### src/rtl/bus_arbiter.sv
// Two-master shared-bus arbiter with address decode and access checking.
// Master 0 (CPU M stage) normally wins; master 1 is forced a grant after
// LOSE_MAX consecutive losses. Each transaction takes three cycles
// (IDLE -> ACC -> RSP). Reads are returned with a one-cycle ack.
module bus_arbiter #(
  parameter logic [31:0] DM_END   = 32'h0000_2FFF,
  parameter logic [1:0]  LOSE_MAX = 2'd3
) (
  input  logic        clk,
  input  logic        reset,

  input  logic        m0_req,
  input  logic [31:0] m0_addr,
  input  logic [31:0] m0_wdata,
  input  logic [3:0]  m0_byteen,
  output logic        m0_ack,
  output logic        m0_err,
  output logic [31:0] m0_rdata,

  input  logic        m1_req,
  input  logic [31:0] m1_addr,
  input  logic [31:0] m1_wdata,
  input  logic [3:0]  m1_byteen,
  output logic        m1_ack,
  output logic        m1_err,
  output logic [31:0] m1_rdata,

  output logic [31:0] dev_addr,
  output logic [31:0] dev_wdata,
  output logic [3:0]  dev_byteen,
  output logic        dm_sel,
  output logic        t1_sel,
  output logic        t2_sel,
  input  logic [31:0] dm_rdata,
  input  logic [31:0] t1_rdata,
  input  logic [31:0] t2_rdata
);

  typedef enum logic [1:0] {
    IDLE = 2'd0,
    ACC  = 2'd1,
    RSP  = 2'd2
  } state_t;

  // Timer register windows (three words each; the third word is read-only).
  localparam logic [31:0] T1_LO = 32'h0000_7F00;
  localparam logic [31:0] T1_HI = 32'h0000_7F0B;
  localparam logic [31:0] T2_LO = 32'h0000_7F10;
  localparam logic [31:0] T2_HI = 32'h0000_7F1B;

  state_t      state_q, state_d;
  logic [1:0]  lose_cnt_q, lose_cnt_d;
  logic        win_q, win_d;          // 0 = master 0, 1 = master 1
  logic [31:0] addr_q, addr_d;
  logic [31:0] wdata_q, wdata_d;
  logic [3:0]  byteen_q, byteen_d;
  logic [31:0] rdata_q, rdata_d;
  logic        err_q, err_d;

  logic        any_req;
  logic        grant_m1;
  logic        hit_dm, hit_t1, hit_t2, hit_timer;
  logic        is_write;
  logic        acc_err;
  logic [31:0] dev_rdata_mux;

  // Arbitration decision: master 1 wins when master 0 is silent or when it
  // has been starved for LOSE_MAX consecutive decisions.
  always_comb begin
    any_req  = m0_req | m1_req;
    grant_m1 = m1_req & (~m0_req | (lose_cnt_q == LOSE_MAX));
  end

  // Address decode and access legality on the latched request.
  always_comb begin
    hit_dm    = (addr_q <= DM_END);
    hit_t1    = ~hit_dm & (addr_q >= T1_LO) & (addr_q <= T1_HI);
    hit_t2    = ~hit_dm & (addr_q >= T2_LO) & (addr_q <= T2_HI);
    hit_timer = hit_t1 | hit_t2;
    is_write  = (byteen_q != 4'b0000);
    acc_err   = 1'b0;
    if (!(hit_dm | hit_timer)) begin
      acc_err = 1'b1;
    end else if (hit_timer) begin
      // Timers accept only whole-word, word-aligned accesses; offsets 8..B
      // inside each window (addr[3] set) hold the read-only count word.
      if ((byteen_q != 4'b0000) && (byteen_q != 4'b1111)) acc_err = 1'b1;
      if (addr_q[1:0] != 2'b00)                           acc_err = 1'b1;
      if (is_write && addr_q[3])                          acc_err = 1'b1;
    end
  end

  // Read data from whichever device the latched address selects.
  always_comb begin
    dev_rdata_mux = 32'h0;
    if (hit_dm)      dev_rdata_mux = dm_rdata;
    else if (hit_t1) dev_rdata_mux = t1_rdata;
    else if (hit_t2) dev_rdata_mux = t2_rdata;
  end

  // Next state: arbitration and latching in IDLE, data capture at end of ACC.
  always_comb begin
    state_d    = state_q;
    lose_cnt_d = lose_cnt_q;
    win_d      = win_q;
    addr_d     = addr_q;
    wdata_d    = wdata_q;
    byteen_d   = byteen_q;
    rdata_d    = rdata_q;
    err_d      = err_q;
    case (state_q)
      IDLE: begin
        // Count only decisions master 1 actually lost; any other IDLE
        // decision (master 1 wins or is not asking) restarts the count.
        if (m1_req && !grant_m1) begin
          lose_cnt_d = (lose_cnt_q == 2'd3) ? 2'd3 : lose_cnt_q + 2'd1;
        end else begin
          lose_cnt_d = 2'd0;
        end
        if (any_req) begin
          state_d  = ACC;
          win_d    = grant_m1;
          addr_d   = grant_m1 ? m1_addr   : m0_addr;
          wdata_d  = grant_m1 ? m1_wdata  : m0_wdata;
          byteen_d = grant_m1 ? m1_byteen : m0_byteen;
        end
      end
      ACC: begin
        state_d = RSP;
        err_d   = acc_err;
        // Writes and rejected accesses return zero.
        rdata_d = (acc_err || is_write) ? 32'h0 : dev_rdata_mux;
      end
      RSP: begin
        state_d = IDLE;
      end
      default: begin
        state_d = IDLE;
      end
    endcase
  end

  // State and datapath registers; reset abandons any transaction in flight.
  always_ff @(posedge clk or posedge reset) begin
    if (reset) begin
      state_q    <= IDLE;
      lose_cnt_q <= 2'd0;
      win_q      <= 1'b0;
      addr_q     <= 32'h0;
      wdata_q    <= 32'h0;
      byteen_q   <= 4'b0000;
      rdata_q    <= 32'h0;
      err_q      <= 1'b0;
    end else begin
      state_q    <= state_d;
      lose_cnt_q <= lose_cnt_d;
      win_q      <= win_d;
      addr_q     <= addr_d;
      wdata_q    <= wdata_d;
      byteen_q   <= byteen_d;
      rdata_q    <= rdata_d;
      err_q      <= err_d;
    end
  end

  // Device bus: driven only during ACC, and only for a legal access.
  always_comb begin
    dev_addr   = addr_q;
    dev_wdata  = wdata_q;
    dev_byteen = 4'b0000;
    dm_sel     = 1'b0;
    t1_sel     = 1'b0;
    t2_sel     = 1'b0;
    if (state_q == ACC && !acc_err) begin
      dev_byteen = byteen_q;
      dm_sel     = hit_dm;
      t1_sel     = hit_t1;
      t2_sel     = hit_t2;
    end
  end

  // Master responses: the winner sees ack/err/rdata for the single RSP cycle.
  always_comb begin
    m0_ack   = 1'b0;
    m0_err   = 1'b0;
    m0_rdata = 32'h0;
    m1_ack   = 1'b0;
    m1_err   = 1'b0;
    m1_rdata = 32'h0;
    if (state_q == RSP) begin
      if (win_q) begin
        m1_ack   = 1'b1;
        m1_err   = err_q;
        m1_rdata = rdata_q;
      end else begin
        m0_ack   = 1'b1;
        m0_err   = err_q;
        m0_rdata = rdata_q;
      end
    end
  end

endmodule

### config.mk
export PLATFORM = sky130hd
export DESIGN_NAME = bus_arbiter
export DESIGN_NICKNAME = d
export VERILOG_FILES = /design/src/rtl/bus_arbiter.sv
export SDC_FILE = /design/constraint.sdc
export NUM_CORES = 1
export LEC_CHECK = 0
export ABC_CLOCK_PERIOD_IN_PS = 3900
export BUFFER_PORTS_ARGS = -buffer_cell sky130_fd_sc_hd__buf_2
export CAP_MARGIN = 20
export CORE_AREA = 2 2 146 148
export DETAILED_ROUTE_END_ITERATION = 6
export DIE_AREA = 0 0 148 150
export SYNTH_ARGS = -nofsm -noshare
export SYNTH_HDL_FRONTEND = slang
export SYNTH_SLANG_ARGS = --single-unit
### constraint.sdc
create_clock -name clk -period 3.9 [get_ports clk]
set_clock_uncertainty 0.05 [all_clocks]
set_input_delay 0.585 -clock clk [delete_from_list [all_inputs] [get_ports clk]]
set_output_delay 0.585 -clock clk [all_outputs]
set_load 0.02 [all_outputs]
# == Yosys cells after proc, flatten, opt, wreduce, memory -nomap -nowiden ==
# Cells that the tools add are included.
# word_totals
reg_bits,106
latch_bits,0
ram_bits,0
mem_bits_ro,0
in_bits,236
out_inout_bits,139
wordCells,73
memories,0
# op_classes
addsub,1
mul,0
div,0
n_lt_le_gt_ge,5
n_eq_ne,5
shifts,0
mux,32
bitwise_logic,11
n_reduce_logical,11
# ops
op,n
$mux W32,10
$ge A32 B15 Y1 const B,2
$le A32 B15 Y1 const B,2
$le A32 B14 Y1 const B,1
$mux W1,16
$mux W4,2
$mux W2,3
$and A1 B1 Y1,5
$eq A2 B2 Y1 const B,2
$logic_and A1 B1 Y1,4
$ne A4 B4 Y1 const B,1
$or A1 B1 Y1,4
$pmux W2 S2,1
$reduce_bool A4 Y1,1
$add A2 B1 Y2 const B,1
$eq A2 B1 Y1 const B,1
$logic_not A1 Y1,2
$logic_not A2 Y1,1
$ne A2 B2 Y1 const B,1
$not A1 Y1,2
$reduce_and A2 Y1,1
$reduce_bool A2 Y1,1
$logic_or A1 B1 Y1,1

# == Longest topological paths before layout ==
# depth
word_depth,10
mapped_depth,7
ltp_nobuf,5

# == Least setup slack after synthesis ==
# Ideal clock, no wire load.
# synth_path
path_type,register to output
startpoint,"register addr_q[15], in the netlist dev_addr[15]"
endpoint,output port t1_sel
t_arrival_ns,1.856
required_ns,3.265
slack_ns,1.409
stages_incl_launch_ff,6
path_buffers,0
cell_sequence,dfrtp_1 nor4_2 nand2_1 nor4_4 or2_2 and4b_1
# synth_via
elab_chain_len,10
elab_cells_between_ends,17
cone_classes,order compare: 5; mux: 3; bitwise: 7; reduce/logical: 2
# synth_rtl
element,line,text
start: declaration,54,"logic [31:0] addr_q, addr_d;"
start signal: assignment,158,addr_q <= addr_d;
$le A32 B14 Y1,76,hit_dm = (addr_q <= DM_END);
$not A1 Y1,"77, 78",
$and A1 B1 Y1 (on tied branches) (2 in a row),"77, 78",
$or A1 B1 Y1,79,hit_timer = hit_t1 | hit_t2;
$mux W1 or $or A1 B1 Y1 (tied branches),"84, 82",
$mux W1,82,if (!(hit_dm | hit_timer)) begin
$logic_not A1 Y1,174,if (state_q == ACC && !acc_err) begin
$logic_and A1 B1 Y1,174,
$mux W1 (*),174,
end: declaration,32,"output logic t1_sel,"
# Mark *: on every way between the ends. The rest lies on a longest branch, timed or not.

# == Final worst setup path ==
# layout_path
startpoint,"register addr_q[5], in the netlist dev_addr[5]"
endpoint,output port dev_byteen[3]
# layout_via
elab_chain_len,10
elab_cells_between_ends,17
cone_classes,order compare: 5; mux: 3; bitwise: 7; reduce/logical: 2
# layout_rtl
element,line,text
$le A32 B14 Y1,76,
$not A1 Y1,"77, 78",
$and A1 B1 Y1 (on tied branches) (2 in a row),"77, 78",
$or A1 B1 Y1,79,
$mux W1 or $or A1 B1 Y1 (tied branches),"84, 82",
$mux W1 (*),82,
$logic_not A1 Y1 (*),174,
$logic_and A1 B1 Y1 (*),174,
$mux W4 (*),174,
end: declaration,30,"output logic [3:0] dev_byteen,"
# Marks and branches as above.

==> flow_summary.rst <==
.. list-table::
   :header-rows: 1

   * - Metric
     - Value
   * - Cell count after synthesis
     - 604
   * - CP top delay family
     - simple AND/OR/NAND/NOR gates
   * - Summed instance area of the synthesized netlist
     - 5780 um^2
   * - Final net count
     - 1,194
   * - Worst-path cell with the longest stage delay
     - sky130_fd_sc_hd__nor4bb_1
   * - Fraction of final layout cells with drive strength greater than 1
     - approximately 47%
   * - Nature of the critical path startpoint
     - register
   * - Count of maximum capacitance violations
     - 0
   * - Data required time at the worst endpoint
     - 3.26 ns
   * - Setup Total Neg Slack
     - 0 ns
   * - Area share of the largest cell type after synthesis
     - 45.9%
   * - Global-route wire length before repair
     - 30.4 mm
   * - Crit Reg-Reg Startpoint
     - dev_addr[21]
   * - Transition at the pin with the smallest max-transition slack
     - 0.910 ns
   * - Cell leakage power
     - 4.33 nW
   * - Antenna violation net count after detailed routing
     - 0
   * - Vias per Instance
     - 4.58
   * - Portion of the clock cycle consumed by the worst path in the final layout
     - 80.8%
   * - Clock buffers created by TritonCTS
     - 9
   * - Hold bufs inserted after CTS
     - 0
   * - Critical path endpoint category
     - output port
   * - Worst-case headroom to the max-slew limit
     - about two fifths
   * - Finish-stage setup viols
     - 0
   * - GRT Overall Usage
     - 17.8%
   * - Routed wire length on met3
     - 1.77 mm
   * - Setup crit start
     - dev_addr[5]
   * - Net Count, Synth
     - 840
   * - Syn avg cell area
     - 9.57 um^2
   * - Worst slack at placement
     - between 1 and 1.5 ns
   * - # port buffers
     - 374
   * - Final Critical Period
     - 3.15 ns
   * - Final Hold Fails
     - 0
   * - Min-Delay Path Class
     - in -> async
   * - Cells resized by post-CTS repair
     - 0
   * - End point of the critical path
     - dev_byteen[3]
   * - Met2 wire length
     - a little over 10 mm
   * - CP most frequent cell
     - sky130_fd_sc_hd__nor4bb_1
   * - Peak ir drop on the vdd network
     - 0.000308 V
   * - Number of antenna violations at the first check in global routing
     - 2
   * - Leading cell types by total area after synthesis
     - sky130_fd_sc_hd__dfrtp_1 46%, sky130_fd_sc_hd__mux2i_1 12%, sky130_fd_sc_hd__and2_1 7.4%
   * - Path length in cells of the critical path
     - 6
   * - Post-synth EDFFs
     - 0
   * - Hpwl dp
     - 16.3 mm
   * - Core area
     - between 20,000 and 25,000 um^2
   * - Number of standard-cell rows in the floorplan
     - 53
   * - Result of the run
     - complete, no violations
   * - Most numerous cell types in the synthesized netlist
     - 106 x sky130_fd_sc_hd__dfrtp_1, 70 x sky130_fd_sc_hd__nor2_1, 68 x sky130_fd_sc_hd__a21oi_1, 68 x sky130_fd_sc_hd__and2_1, 68 x sky130_fd_sc_hd__mux2i_1
   * - Depth of the most critical reg-to-reg path
     - 6
   * - Die extent in x
     - 148 um
   * - Cells traversed along the worst timing path
     - nor4bb_1 > nand4_1 > nor4bb_1 > or2_2 > and3_1 > buf_2
   * - Flip-flop and latch count after synthesis
     - 106
   * - Uppermost metal layer occupied by signal nets
     - met4
   * - R2r endpoint
     - rdata_q[22]
   * - Flop-to-flop setup slack
     - 1.43 ns
   * - Buffer cell driving the clock tree root
     - sky130_fd_sc_hd__clkbuf_16
   * - Boundary Pins
     - 375
   * - Initial cell density of the core
     - 28.0%
   * - Setup repair after global routing missed its margin
     - no
   * - TritonCTS clock tree
     - built
   * - Top FF cell, synth
     - sky130_fd_sc_hd__dfrtp_1
   * - Detailed-route via count
     - 5,680
   * - Worst Path Max Fanout
     - 7
   * - Initial DRC Count
     - 201
   * - Kind of critical path
     - reg -> out
   * - Post-synth ARST share
     - 100%
   * - Post-synthesis sequential area ratio
     - 45.9%
   * - CP peak stage delay
     - 0.48 ns
   * - Crit path DAT
     - between 2 and 3 ns
   * - Fillcell total
     - 2,142
   * - Most repeated cell in the gate-level netlist after synthesis
     - sky130_fd_sc_hd__dfrtp_1
   * - Largest area contributor in the netlist
     - sky130_fd_sc_hd__dfrtp_1
   * - Clk slew on worst S/H paths
     - approximately 0.080 ns
   * - Synth Warn #
     - 0
   * - P per Cell Area
     - 587 nW/um^2
   * - Vertical die dimension
     - 150 um
   * - Number of design rule violations left after detail routing
     - 0
   * - Slew Viols, Final
     - 0
   * - Post-detailed-routing wire length
     - 20.5 mm
   * - Depth of the CTS H-tree
     - 3
   * - Iteration count of the initial detailed-routing pass
     - 4
   * - Number of post-CTS setup repair buffers
     - 0
   * - Routed met1 length
     - 7.73 mm
   * - Number of buffers and inverters on the critical path
     - 1
   * - Netlist cell types
     - 33
   * - Maximum number of pins on one net before global-route repair
     - slightly above 70
   * - Congestion Overflow GR
     - 0
   * - Clock net sink count
     - approximately 110
   * - Number of global-route vias before repair
     - 5,489
   * - Setup WS post-layout
     - 0.748 ns
   * - Source-to-sink clock delay at the later pin of the worst-skew pair
     - 0.36 ns
   * - GP Congestion
     - 0.784
   * - Maximum clock insertion buffer count
     - 2
   * - Synth-to-layout area growth
     - 42.7%
   * - Achievable frequency
     - 317 MHz
   * - Die Area
     - 22,200 um^2
   * - Average wire length per cell after detail routing
     - 16.6 um
-- worst min path at each step --
stage	slack (ns)	startpoint	cells after the start	end
final	0.25	reset	2	dev_wdata[18]
after global routing	0.30	reset	2	dev_wdata[19]
after CTS	0.29	reset	2	dev_wdata[17]
after detailed placement	0.43	rdata_q[7]	2	rdata_q[7]
after global placement	0.43	rdata_q[16]	2	rdata_q[16]
after floorplan	0.41	err_q	2	err_q
-- cells in the final DEF (no fill, tap or decap), types with 2 or more instances in the layout --
cell type and n:
sky130_fd_sc_hd__or2_2 2, sky130_fd_sc_hd__inv_6 2, sky130_fd_sc_hd__nand2_1 38, sky130_fd_sc_hd__nor4_2 3
sky130_fd_sc_hd__mux2i_1 68, sky130_fd_sc_hd__clkbuf_16 9, sky130_fd_sc_hd__nor2_1 70, sky130_fd_sc_hd__a21oi_1 68
sky130_fd_sc_hd__nand3_1 4, sky130_fd_sc_hd__nand4_1 3, sky130_fd_sc_hd__nand2b_1 2, sky130_fd_sc_hd__buf_4 13
sky130_fd_sc_hd__nor4_4 2, sky130_fd_sc_hd__and4b_1 2, sky130_fd_sc_hd__inv_1 2, sky130_fd_sc_hd__mux2_2 32
sky130_fd_sc_hd__and2_1 68, sky130_fd_sc_hd__nor3b_2 2, sky130_fd_sc_hd__o21ai_0 5, sky130_fd_sc_hd__dfrtp_1 106
sky130_fd_sc_hd__diode_2 2, sky130_fd_sc_hd__nor3_1 2, sky130_fd_sc_hd__and3_1 4, sky130_fd_sc_hd__a22oi_1 32
sky130_fd_sc_hd__o21ai_1 32, sky130_fd_sc_hd__nor4bb_1 2, sky130_fd_sc_hd__buf_2 374, sky130_fd_sc_hd__clkinvlp_4 2
-- flip-flops by register name (all words and copies together), names as in the netlist --
name and count:
win_q 1, byteen_q 4, rdata_q 32, dev_wdata 32, dev_addr 32, lose_cnt_q 2
err_q 1, state_q 2
-- area by class of cell --
type | count | area, um^2 | share of cell area, %
diodes | 2 | 5.00 | 0.0607
clock buffers | 10 | 229 | 2.77
clock inverters | 6 | 48.8 | 0.591
inverters | 3 | 13.8 | 0.167
multi-input cells | 450 | 2970 | 36.0
flip-flops and latches | 106 | 2650 | 32.1
well taps | 275 | 344 | 4.17
repair buffers | 388 | 1990 | 24.1
-- through the flow --
step / hold slack (ns) / util [%] / instance area (um^2) / std cells / power [mW]
after floorplan: 0.405 / - / 5780 / 604 / 3.15
after global placement: 0.426 / 38.5 / 7970 / 1222 / 4.01
after detailed placement: 0.435 / 38.5 / 7970 / 1222 / 4.02
after CTS: 0.286 / 39.9 / 8250 / 1238 / 4.93
after global routing: 0.302 / 39.9 / 8250 / 1240 / 5.20
final: 0.252 / 39.9 / 8250 / 1240 / 4.85
-- routing by layer --
layer  GRT usage [%]  up-vias
met5               0        -
met4            8.81        0
met3            5.00       28
met1            19.1     2571
li1                -     2822
met2            32.3      259
-- power breakdown --
group	switching [mW]	internal (mW)	total, mW
Clock	0.446	0.443	0.889
Sequential	0.317	1.48	1.79
Combinational	1.38	0.785	2.16
-- logic make-up after synthesis --
kind of cell	Yosys count	share of synthesized area (%)
simple gates	207	18.6
compound gates	143	14.2
flops	106	45.9
mux	100	18.0
buf+inv	48	3.38
(Power assumes the default switching activity.)
